===== src/rtl/tree_node_pkg.sv =====
// Shared types and constants for the tree fan-out node.
package tree_node_pkg;

    typedef enum logic [1:0] {
        IDLE  = 2'd0,
        SEND  = 2'd1,
        BCAST = 2'd2
    } state_e;

    // Destination field width: one bit more than needed to index the children,
    // so every node has an out-of-range region that contains the all-ones code.
    function automatic int unsigned dest_w(input int unsigned n);
        return $clog2(n) + 1;
    endfunction

    // All-ones destination; users slice it down to their dest width.
    localparam logic [31:0] BCAST_DEST  = '1;
    localparam logic [7:0]  ERR_CNT_MAX = 8'hFF;

endpackage


===== src/rtl/tree_node_fifo.sv =====
// Synchronous FIFO; pointers carry an extra wrap bit so level = wptr - rptr.
module tree_node_fifo #(
    parameter  int unsigned WIDTH = 8,
    parameter  int unsigned DEPTH = 4,
    localparam int unsigned AW    = $clog2(DEPTH),
    localparam int unsigned LW    = AW + 1
) (
    input  logic             clk,
    input  logic             rst,
    input  logic             push,
    input  logic [WIDTH-1:0] push_data,
    input  logic             pop,
    output logic [WIDTH-1:0] pop_data,
    output logic             full,
    output logic             empty,
    output logic [LW-1:0]    level
);

    logic [WIDTH-1:0] mem [DEPTH];
    logic [LW-1:0]    wptr;
    logic [LW-1:0]    rptr;
    logic             do_push;
    logic             do_pop;

    assign level    = wptr - rptr;
    assign full     = (level == LW'(DEPTH));
    assign empty    = (wptr == rptr);
    assign do_push  = push & ~full;
    assign do_pop   = pop & ~empty;
    assign pop_data = mem[rptr[AW-1:0]];

    // Pointer update; a push while full is refused even if a pop happens.
    always_ff @(posedge clk or posedge rst) begin
        if (rst) begin
            wptr <= '0;
            rptr <= '0;
        end else begin
            if (do_push) wptr <= wptr + LW'(1);
            if (do_pop)  rptr <= rptr + LW'(1);
        end
    end

    // Storage array; contents need no reset since the pointers gate reads.
    always_ff @(posedge clk) begin
        if (do_push) mem[wptr[AW-1:0]] <= push_data;
    end

endmodule


===== src/rtl/tree_fanout_node.sv =====
// Hierarchy node: buffers an upstream stream and routes each word to one child.
// Optional feature macro: TREE_NODE_BROADCAST_EN (all-ones dest broadcasts).
module tree_fanout_node
    import tree_node_pkg::*;
#(
    parameter  int unsigned NUM_CHILDREN = 5,
    parameter  int unsigned DATA_W       = 32,
    parameter  int unsigned DEPTH        = 4,
    localparam int unsigned DEST_W       = dest_w(NUM_CHILDREN),
    localparam int unsigned LEVEL_W      = $clog2(DEPTH) + 1
) (
    input  logic                    clk,
    input  logic                    rst,
    input  logic                    s_valid,
    output logic                    s_ready,
    input  logic [DATA_W-1:0]       s_data,
    input  logic [DEST_W-1:0]       s_dest,
    output logic [NUM_CHILDREN-1:0] m_valid,
    input  logic [NUM_CHILDREN-1:0] m_ready,
    output logic [DATA_W-1:0]       m_data,
    output logic [LEVEL_W-1:0]      fifo_level,
    output logic [7:0]              err_cnt
);

    localparam int unsigned FW = DATA_W + DEST_W;

`ifdef TREE_NODE_BROADCAST_EN
    localparam logic [DEST_W-1:0] BCAST_IDX = BCAST_DEST[DEST_W-1:0];
`endif

    state_e                  state;
    state_e                  state_next;
    logic [DATA_W-1:0]       out_data;
    logic [DEST_W-1:0]       out_dest;
    logic [NUM_CHILDREN-1:0] sel_mask;
    logic [FW-1:0]           head;
    logic [DATA_W-1:0]       head_data;
    logic [DEST_W-1:0]       head_dest;
    logic                    head_ok;
    logic                    fifo_full;
    logic                    fifo_empty;
    logic                    pop;
    logic                    load;
    logic                    drop;
    logic                    slot_free;
`ifdef TREE_NODE_BROADCAST_EN
    logic [NUM_CHILDREN-1:0] pending;
    logic                    head_bc;
`endif

    tree_node_fifo #(
        .WIDTH (FW),
        .DEPTH (DEPTH)
    ) u_fifo (
        .clk       (clk),
        .rst       (rst),
        .push      (s_valid),
        .push_data ({s_data, s_dest}),
        .pop       (pop),
        .pop_data  (head),
        .full      (fifo_full),
        .empty     (fifo_empty),
        .level     (fifo_level)
    );

    assign s_ready   = ~fifo_full;
    assign head_data = head[FW-1:DEST_W];
    assign head_dest = head[DEST_W-1:0];
    assign head_ok   = (32'(head_dest) < NUM_CHILDREN);
    assign m_data    = out_data;
`ifdef TREE_NODE_BROADCAST_EN
    assign head_bc   = (head_dest == BCAST_IDX);
`endif

    // One-hot select of the child addressed by the word in the output register.
    always_comb begin
        sel_mask = '0;
        for (int unsigned i = 0; i < NUM_CHILDREN; i++) begin
            sel_mask[i] = (32'(out_dest) == i);
        end
    end

    // Next-state and outputs: the output slot frees on handshake, and a free slot
    // reloads straight from the FIFO head so back-to-back words keep 1 word/cycle.
    always_comb begin
        state_next = state;
        m_valid    = '0;
        slot_free  = 1'b0;
        pop        = 1'b0;
        load       = 1'b0;
        drop       = 1'b0;
        case (state)
            IDLE: slot_free = 1'b1;
            SEND: begin
                m_valid   = sel_mask;
                slot_free = |(m_ready & sel_mask);
            end
`ifdef TREE_NODE_BROADCAST_EN
            BCAST: begin
                m_valid   = pending;
                slot_free = ((pending & ~m_ready) == '0);
            end
`endif
            default: slot_free = 1'b1;
        endcase
        if (slot_free) begin
            state_next = IDLE;
            if (!fifo_empty) begin
                pop = 1'b1;
                if (head_ok) begin
                    load       = 1'b1;
                    state_next = SEND;
`ifdef TREE_NODE_BROADCAST_EN
                end else if (head_bc) begin
                    load       = 1'b1;
                    state_next = BCAST;
`endif
                end else begin
                    drop = 1'b1;
                end
            end
        end
    end

    // State, output register and saturating drop counter.
    always_ff @(posedge clk or posedge rst) begin
        if (rst) begin
            state    <= IDLE;
            out_data <= '0;
            out_dest <= '0;
            err_cnt  <= '0;
        end else begin
            state <= state_next;
            if (load) begin
                out_data <= head_data;
                out_dest <= head_dest;
            end
            if (drop && (err_cnt != ERR_CNT_MAX)) err_cnt <= err_cnt + 8'd1;
        end
    end

`ifdef TREE_NODE_BROADCAST_EN
    // Broadcast pending mask: set on load, each child's bit clears on its ready.
    always_ff @(posedge clk or posedge rst) begin
        if (rst) begin
            pending <= '0;
        end else if (load) begin
            pending <= '1;
        end else if (state == BCAST) begin
            pending <= pending & ~m_ready;
        end
    end
`endif

endmodule


===== config.mk =====
export PLATFORM = sky130hd
export DESIGN_NAME = tree_fanout_node
export DESIGN_NICKNAME = d
export VERILOG_FILES = /design/src/rtl/tree_node_pkg.sv /design/src/rtl/tree_node_fifo.sv /design/src/rtl/tree_fanout_node.sv
export SDC_FILE = /design/constraint.sdc
export NUM_CORES = 1
export LEC_CHECK = 0
export CORE_MARGIN = 2
export CORE_UTILIZATION = 55
export DETAILED_ROUTE_END_ITERATION = 10
export GPL_ROUTABILITY_DRIVEN = 0
export PLACE_DENSITY_LB_ADDON = 0.05
export SLEW_MARGIN = 10
export SYNTH_ARGS = -nofsm -noshare
export SYNTH_HDL_FRONTEND = slang
export SYNTH_SLANG_ARGS = --single-unit

===== constraint.sdc =====
create_clock -name clk -period 4.9 [get_ports clk]
set_input_delay 0.49 -clock clk [delete_from_list [all_inputs] [get_ports clk]]
set_output_delay 0.49 -clock clk [all_outputs]
set_load 0.02 [all_outputs]

# ---- Yosys cells after proc, flatten, opt, wreduce, memory -nomap -nowiden
# Memory sizes are Yosys's and may differ from the RTL's.
# Index checks and enable logic that the tools add are counted.
dict set report word_totals {
  out_inout_bits 49
  reg_bits 52
  n_memories 1
  elab_cells 42
  ram_bits 144
  in_bits 44
}
dict set report classes {
  n_mux 14
  magnitude_cmp 1
  n_eq_ne 8
  n_addsub 4
  bitwise_logic 5
  reduce_logical 3
}
# name words word_bits read_ports rd_ports_with_merged_regs write_ports line
set mem_list {}
lappend mem_list {u_fifo.mem 4 36 1 0 1 tree_node_fifo.sv:19} ;# logic [WIDTH-1:0] mem [DEPTH];
# cell count
set op_table {}
lappend op_table {{1-bit two-way mux} 13}
lappend op_table {{8-bit by 1-bit adder with 8-bit output (second input constant)} 1}
lappend op_table {{4-bit by 2-bit == test with 1-bit output (second input constant)} 2}
lappend op_table {{8-bit inequality test (second input constant)} 1}
lappend op_table {{3-bit by 1-bit adder with 3-bit output (second input constant)} 2}
lappend op_table {{5-bit AND} 1}
lappend op_table {{5-bit two-way mux} 1}
lappend op_table {{5-bit OR reduction} 1}
lappend op_table {{4-bit by 1-bit == test with 1-bit output (second input constant)} 1}
lappend op_table {{4-bit by 3-bit == test with 1-bit output (second input constant)} 1}
lappend op_table {{4-bit logical NOT} 1}
lappend op_table {{4-bit by 3-bit < comparator with 1-bit output (second input constant)} 1}
lappend op_table {{3-bit == test} 1}
lappend op_table {{3-bit == test (second input constant)} 1}
lappend op_table {{3-bit subtractor} 1}
lappend op_table {{1-bit AND} 2}
lappend op_table {{2-bit by 1-bit == test with 1-bit output (second input constant)} 1}
lappend op_table {{1-bit inverter} 2}
lappend op_table {{1-bit logical AND} 1}

# ---- Longest topological paths before layout
dict set report logic_depth {
  word_depth 6
  mapped_depth 9
  mapped_depth_nobuf 7
}

# ---- By module
# Synthesis repeated with hierarchy kept, for this count alone.
dict set report unflattened {
  cells_unflattened 367
  area_unflattened_um2 7676.1
}
# module instances cells_each area_each_um2 seq_area_each_um2
set by_module_without_submodules {}
lappend by_module_without_submodules {tree_node_fifo 1 235 5667.9 4474.3}
lappend by_module_without_submodules {tree_fanout_node 1 132 2008.2 1126.1}

# ---- Least setup slack after synthesis
# No wires, ideal clock.
dict set report synth_path {
  path_kind {reg-to-reg}
  from {register u_fifo.wptr[0]}
  to {memory u_fifo.mem[3][0] (netlist bit) (enable)}
  setup_slack_ns 1.863
  setup_ns 0.398
  path_stages_with_launch 7
  path_buffers 0
  required_ns 4.502
  synth_period_minus_slack_ns 3.037
  arrival_ns 2.639
  path_cell_list {dfrtp_1 -> inv_1 -> ha_1 -> fa_1 -> xnor2_1 -> a31oi_1 -> and2_1}
}
dict set report synth_via {
  elab_chain_len 6
}
# element line
set synth_rtl {}
lappend synth_rtl {{start: declaration} tree_node_fifo.sv:20} ;# logic [LW-1:0] wptr;
lappend synth_rtl {{start signal: assignment} tree_node_fifo.sv:38} ;# if (do_push) wptr <= wptr + LW'(1);
lappend synth_rtl {{3-bit subtractor} tree_node_fifo.sv:25} ;# assign level = wptr - rptr;
lappend synth_rtl {{net fifo_level[2]} tree_fanout_node.sv:21} ;# output logic [LEVEL_W-1:0] fifo_level,
lappend synth_rtl {{3-bit == test} tree_node_fifo.sv:26} ;# assign full = (level == LW'(DEPTH));
lappend synth_rtl {{1-bit inverter} tree_node_fifo.sv:28} ;# assign do_push = push & ~full;
lappend synth_rtl {{1-bit AND} tree_node_fifo.sv:28}
lappend synth_rtl {{1-bit two-way mux} tree_node_fifo.sv:45} ;# if (do_push) mem[wptr[AW-1:0]] <= push_data;
lappend synth_rtl {{1-bit two-way mux (not written as such)} tree_node_fifo.sv:45}
lappend synth_rtl {{end: declaration} tree_node_fifo.sv:19}
# The timed path passes the listed nets, and every way through them passes these cells.

# ---- Worst setup path in the final report
dict set report layout_path {
  from {register u_fifo.rptr[1]}
  to {register out_data[25], in the netlist m_data[25]}
}
dict set report layout_via {
  elab_chain_len 5
  word_cells_on_any_way 6
  cone_classes {1 x order compare; 1 x eq/ne; 3 x mux; 1 x memory}
}
# element line
set layout_rtl {}
lappend layout_rtl {{start: declaration} tree_node_fifo.sv:21} ;# logic [LW-1:0] rptr;
lappend layout_rtl {{start signal: assignment} tree_node_fifo.sv:39} ;# if (do_pop) rptr <= rptr + LW'(1);
lappend layout_rtl {{memory read 4 x 36 bit} --}
lappend layout_rtl {{4-bit by 3-bit < comparator with 1-bit output} tree_fanout_node.sv:69} ;# assign head_ok = (32'(head_dest) < NUM_CHILDREN);
lappend layout_rtl {{1-bit two-way mux} tree_fanout_node.sv:110} ;# if (head_ok) begin
lappend layout_rtl {{1-bit two-way mux} tree_fanout_node.sv:108} ;# if (!fifo_empty) begin
lappend layout_rtl {{1-bit two-way mux} tree_fanout_node.sv:106} ;# if (slot_free) begin
lappend layout_rtl {{end signal: assignment} tree_fanout_node.sv:135} ;# out_data <= head_data;
lappend layout_rtl {{end: declaration} tree_fanout_node.sv:33} ;# logic [DATA_W-1:0] out_data;
# Several ways; a longest one is shown, not always the timed one.
# A chain may end at the register's enable or synchronous reset.

==> impl_results.md <==
- DR pass1 iterations: 6
- Critical Path RT: 5.20 ns
- Root Driver: clkbuf_16
- Max_cap viols: 0
- Seq cells post-synth: 195
- Area grow syn2layout: 21.8%
- Top Ports: 93
- Top cells by count, synth: 144 x edfxtp_1, 51 x dfrtp_1, 36 x mux4_2
- EDFF count, synth: 144
- Row cnt: 43
- Critical Path Fanout Max: 20
- Initial antenna violation count: 0
- Total Routing Usage GR: 18.8%
- Avg Vias per Cell: 5.40
- Remaining Overflow, GRT: 0
- Final worst slack: 1.50 ns
- Worst-path clk slew: 0.07 ns
- DRT iter0 DRCs: 250
- P per Cell Area: 708 mW/mm^2
- Async set-reset flop share out of synthesis: 26.2%
- Sequential Power Share: 40.1%
- DIE WIDTH: 122 um
- Max VDD drop: 0.292 mV
- Internal: 4.52 mW
- Syn avg cell area: 21.4 sq um
- Setup Skew: 0.00639 ns
- Post-route setup TNS: 0 ns
- Comb power frac: 39.0%
- Fin crit share: 69.4%
- Setup CP Type: flop to flop
- Arr. time, crit path: 3.70 ns
- P_sw: 2.06 mW
- Mapped Cells: 357
- Dpl hpwl: 7780 um
- Syn nets: 410
- Share of cells above drive strength 1: 25.2%
- Inserted Clock Buffers: 17
- Number of H-tree levels: 4
- Initial Util: 55.6%
- Antenna viol nets, final: 0
- CP endpoint kind: flop
- Die area: 0.0148 sq mm
- Area leader, netlist: edfxtp_1
- Largest net degree at the start of global routing: 52
- Unrepaired setup endpoints after global routing: no
- Final wirelength: 12900 um
- CTS Buffer Depth: 2
- Seq/Total Area, Yosys: 73.4%
- Post-CTS Setup Bufs: 0
- Final Cell Area: 0.00929 sq mm
- Max Fclk: 0.294 GHz
- Dpl cell area: 0.00870 sq mm
- DP Worst Slack: 1.48 ns
- Max-slew violations: 0
- IO Port Bufs: 92
- Via count: 3521
- Most frequent cell after synthesis: edfxtp_1
- Diode count: 0
- Ys flop type: edfxtp_1
- Startpoint Class: flop
- Leakage: 3.31 nW
- Synth warn: 0
- Sw Ratio: 31.3%
- Final min period: 3.40 ns
- Relative slew margins: 30.4%
- Die Span Y: 122 um
- Final Hold Fails: 0
- Vias in the first global route: 3623
- Share of the synthesized area in the top cell type: 56.7%
- Clk sink count: 195
- Routed wire per std cell: 19.8 um
- Clk_lat worst skew: 0.42 ns
- Core Area: 0.0137 sq mm
- Global-route wire length before repair: 20100 um
- Clock share of power: 20.9%
- Cells resized by post-CTS repair: 0
- Nets: 512
- Hold Path Class: flop to flop
- # setup viols final: 0
- Worst-margin pin slew: 1.04 ns
- # DRC: 0
- Status: finished clean
- Synth area leaders: edfxtp_1 57%, dfrtp_1 17%, mux4_2 11%
- Total power: 6.58 mW
- Cell Area, Synth: 0.00762 sq mm
- Synth cell types: 35
- CTS tree: built
- CTS Hold Bufs: 0
## state kept, by name, summed over array words and instances, names as in the netlist
| register | flops |
|---|---|
| u_fifo.mem | 144 |
| m_data | 32 |
| err_cnt | 8 |
| out_dest | 4 |
| u_fifo.rptr | 3 |
| u_fifo.wptr | 3 |
| state | 1 |
## critical path: stages, from the launching register on
cell	delay (ns)
dfrtp_2	0.70
buf_4	0.40
mux4_2	0.38
o21ai_1	0.17
nand2b_1	0.23
nor2b_4	0.73
buf_12	0.28
mux2_2	0.35
## layout make-up
type	instances	area, sq um
sequential	195	5600
fill	930	4430
multi-input combinational	140	1860
timing repair buffer	98	978
clock buffer	17	425
tap	180	225
clock inverter	15	165
inverter	7	26.3
## cells by family after synthesis
family / synth area share (%)
buffers and inverters: 2.18
muxes: 17.9
adders and majority gates: 1.58
AOI/OAI and AO/OA: 0.837
and+or+nand+nor: 2.79
xor gates and xnor gates: 1.26
DFF: 73.4
## placed cells by master (no fill, tap or decap), types with 5 or more instances in the layout
cell type	n
clkdlybuf4s50_1	92
mux2_2	11
ha_1	8
buf_4	5
nand2_1	6
mux2_4	28
nand3_1	6
clkbuf_16	17
mux4_2	36
xnor2_1	9
edfxtp_1	144
inv_1	6
dfrtp_1	49
## final timing paths
kind | start | to | slack, ns | cells after the start
worst max-delay path | u_fifo.rptr[1]$_DFFE_PP0P_ | m_data[25]$_DFFE_PP0P_ | 1.50 | 7
worst min-delay path | u_fifo.wptr[2]$_DFFE_PP0P_ | u_fifo.wptr[2]$_DFFE_PP0P_ | 0.49 | 1
worst max register to register | u_fifo.rptr[1]$_DFFE_PP0P_ | m_data[25]$_DFFE_PP0P_ | 1.50 | 7
worst min register to register | u_fifo.wptr[2]$_DFFE_PP0P_ | u_fifo.wptr[2]$_DFFE_PP0P_ | 0.49 | 1
max in group asynchronous | rst | u_fifo.rptr[0]$_DFFE_PP0P_ | 3.81 | 3
min in group asynchronous | rst | m_data[1]$_DFFE_PP0P_ | 0.59 | 3
## metrics by stage
| stage | hold slack, ns | std cells | util, % |
|---|---|---|---|
| after CTS | 0.493 | 652 | 67.7 |
| after global placement | 0.479 | 620 | 63.4 |
| after detailed placement | 0.480 | 620 | 63.4 |
| after global routing | 0.516 | 652 | 67.7 |
| after floorplan | 0.462 | 357 | - |
| final | 0.489 | 652 | 67.7 |
## metal layers
layer	global-route usage [%]	part of all wire, %	vias to the layer above
li1	-	-	1620
met4	5.60	0.77	0
met3	4.96	4.0	8
met1	25.7	45	1814
met2	30.1	51	79
met5	0	0	-
## power groups by stage
stage	Clock, mW	Sequential, mW	Combinational, mW
2_1_floorplan	0	2.74	1.75
3_3_place_gp	0	2.65	2.55
3_5_place_dp	0	2.67	2.60
4_1_cts	1.40	2.65	2.61
5_1_grt	1.47	2.70	2.76
6_report	1.37	2.63	2.57
No activity file was read; power rests on OpenSTA's default activity.
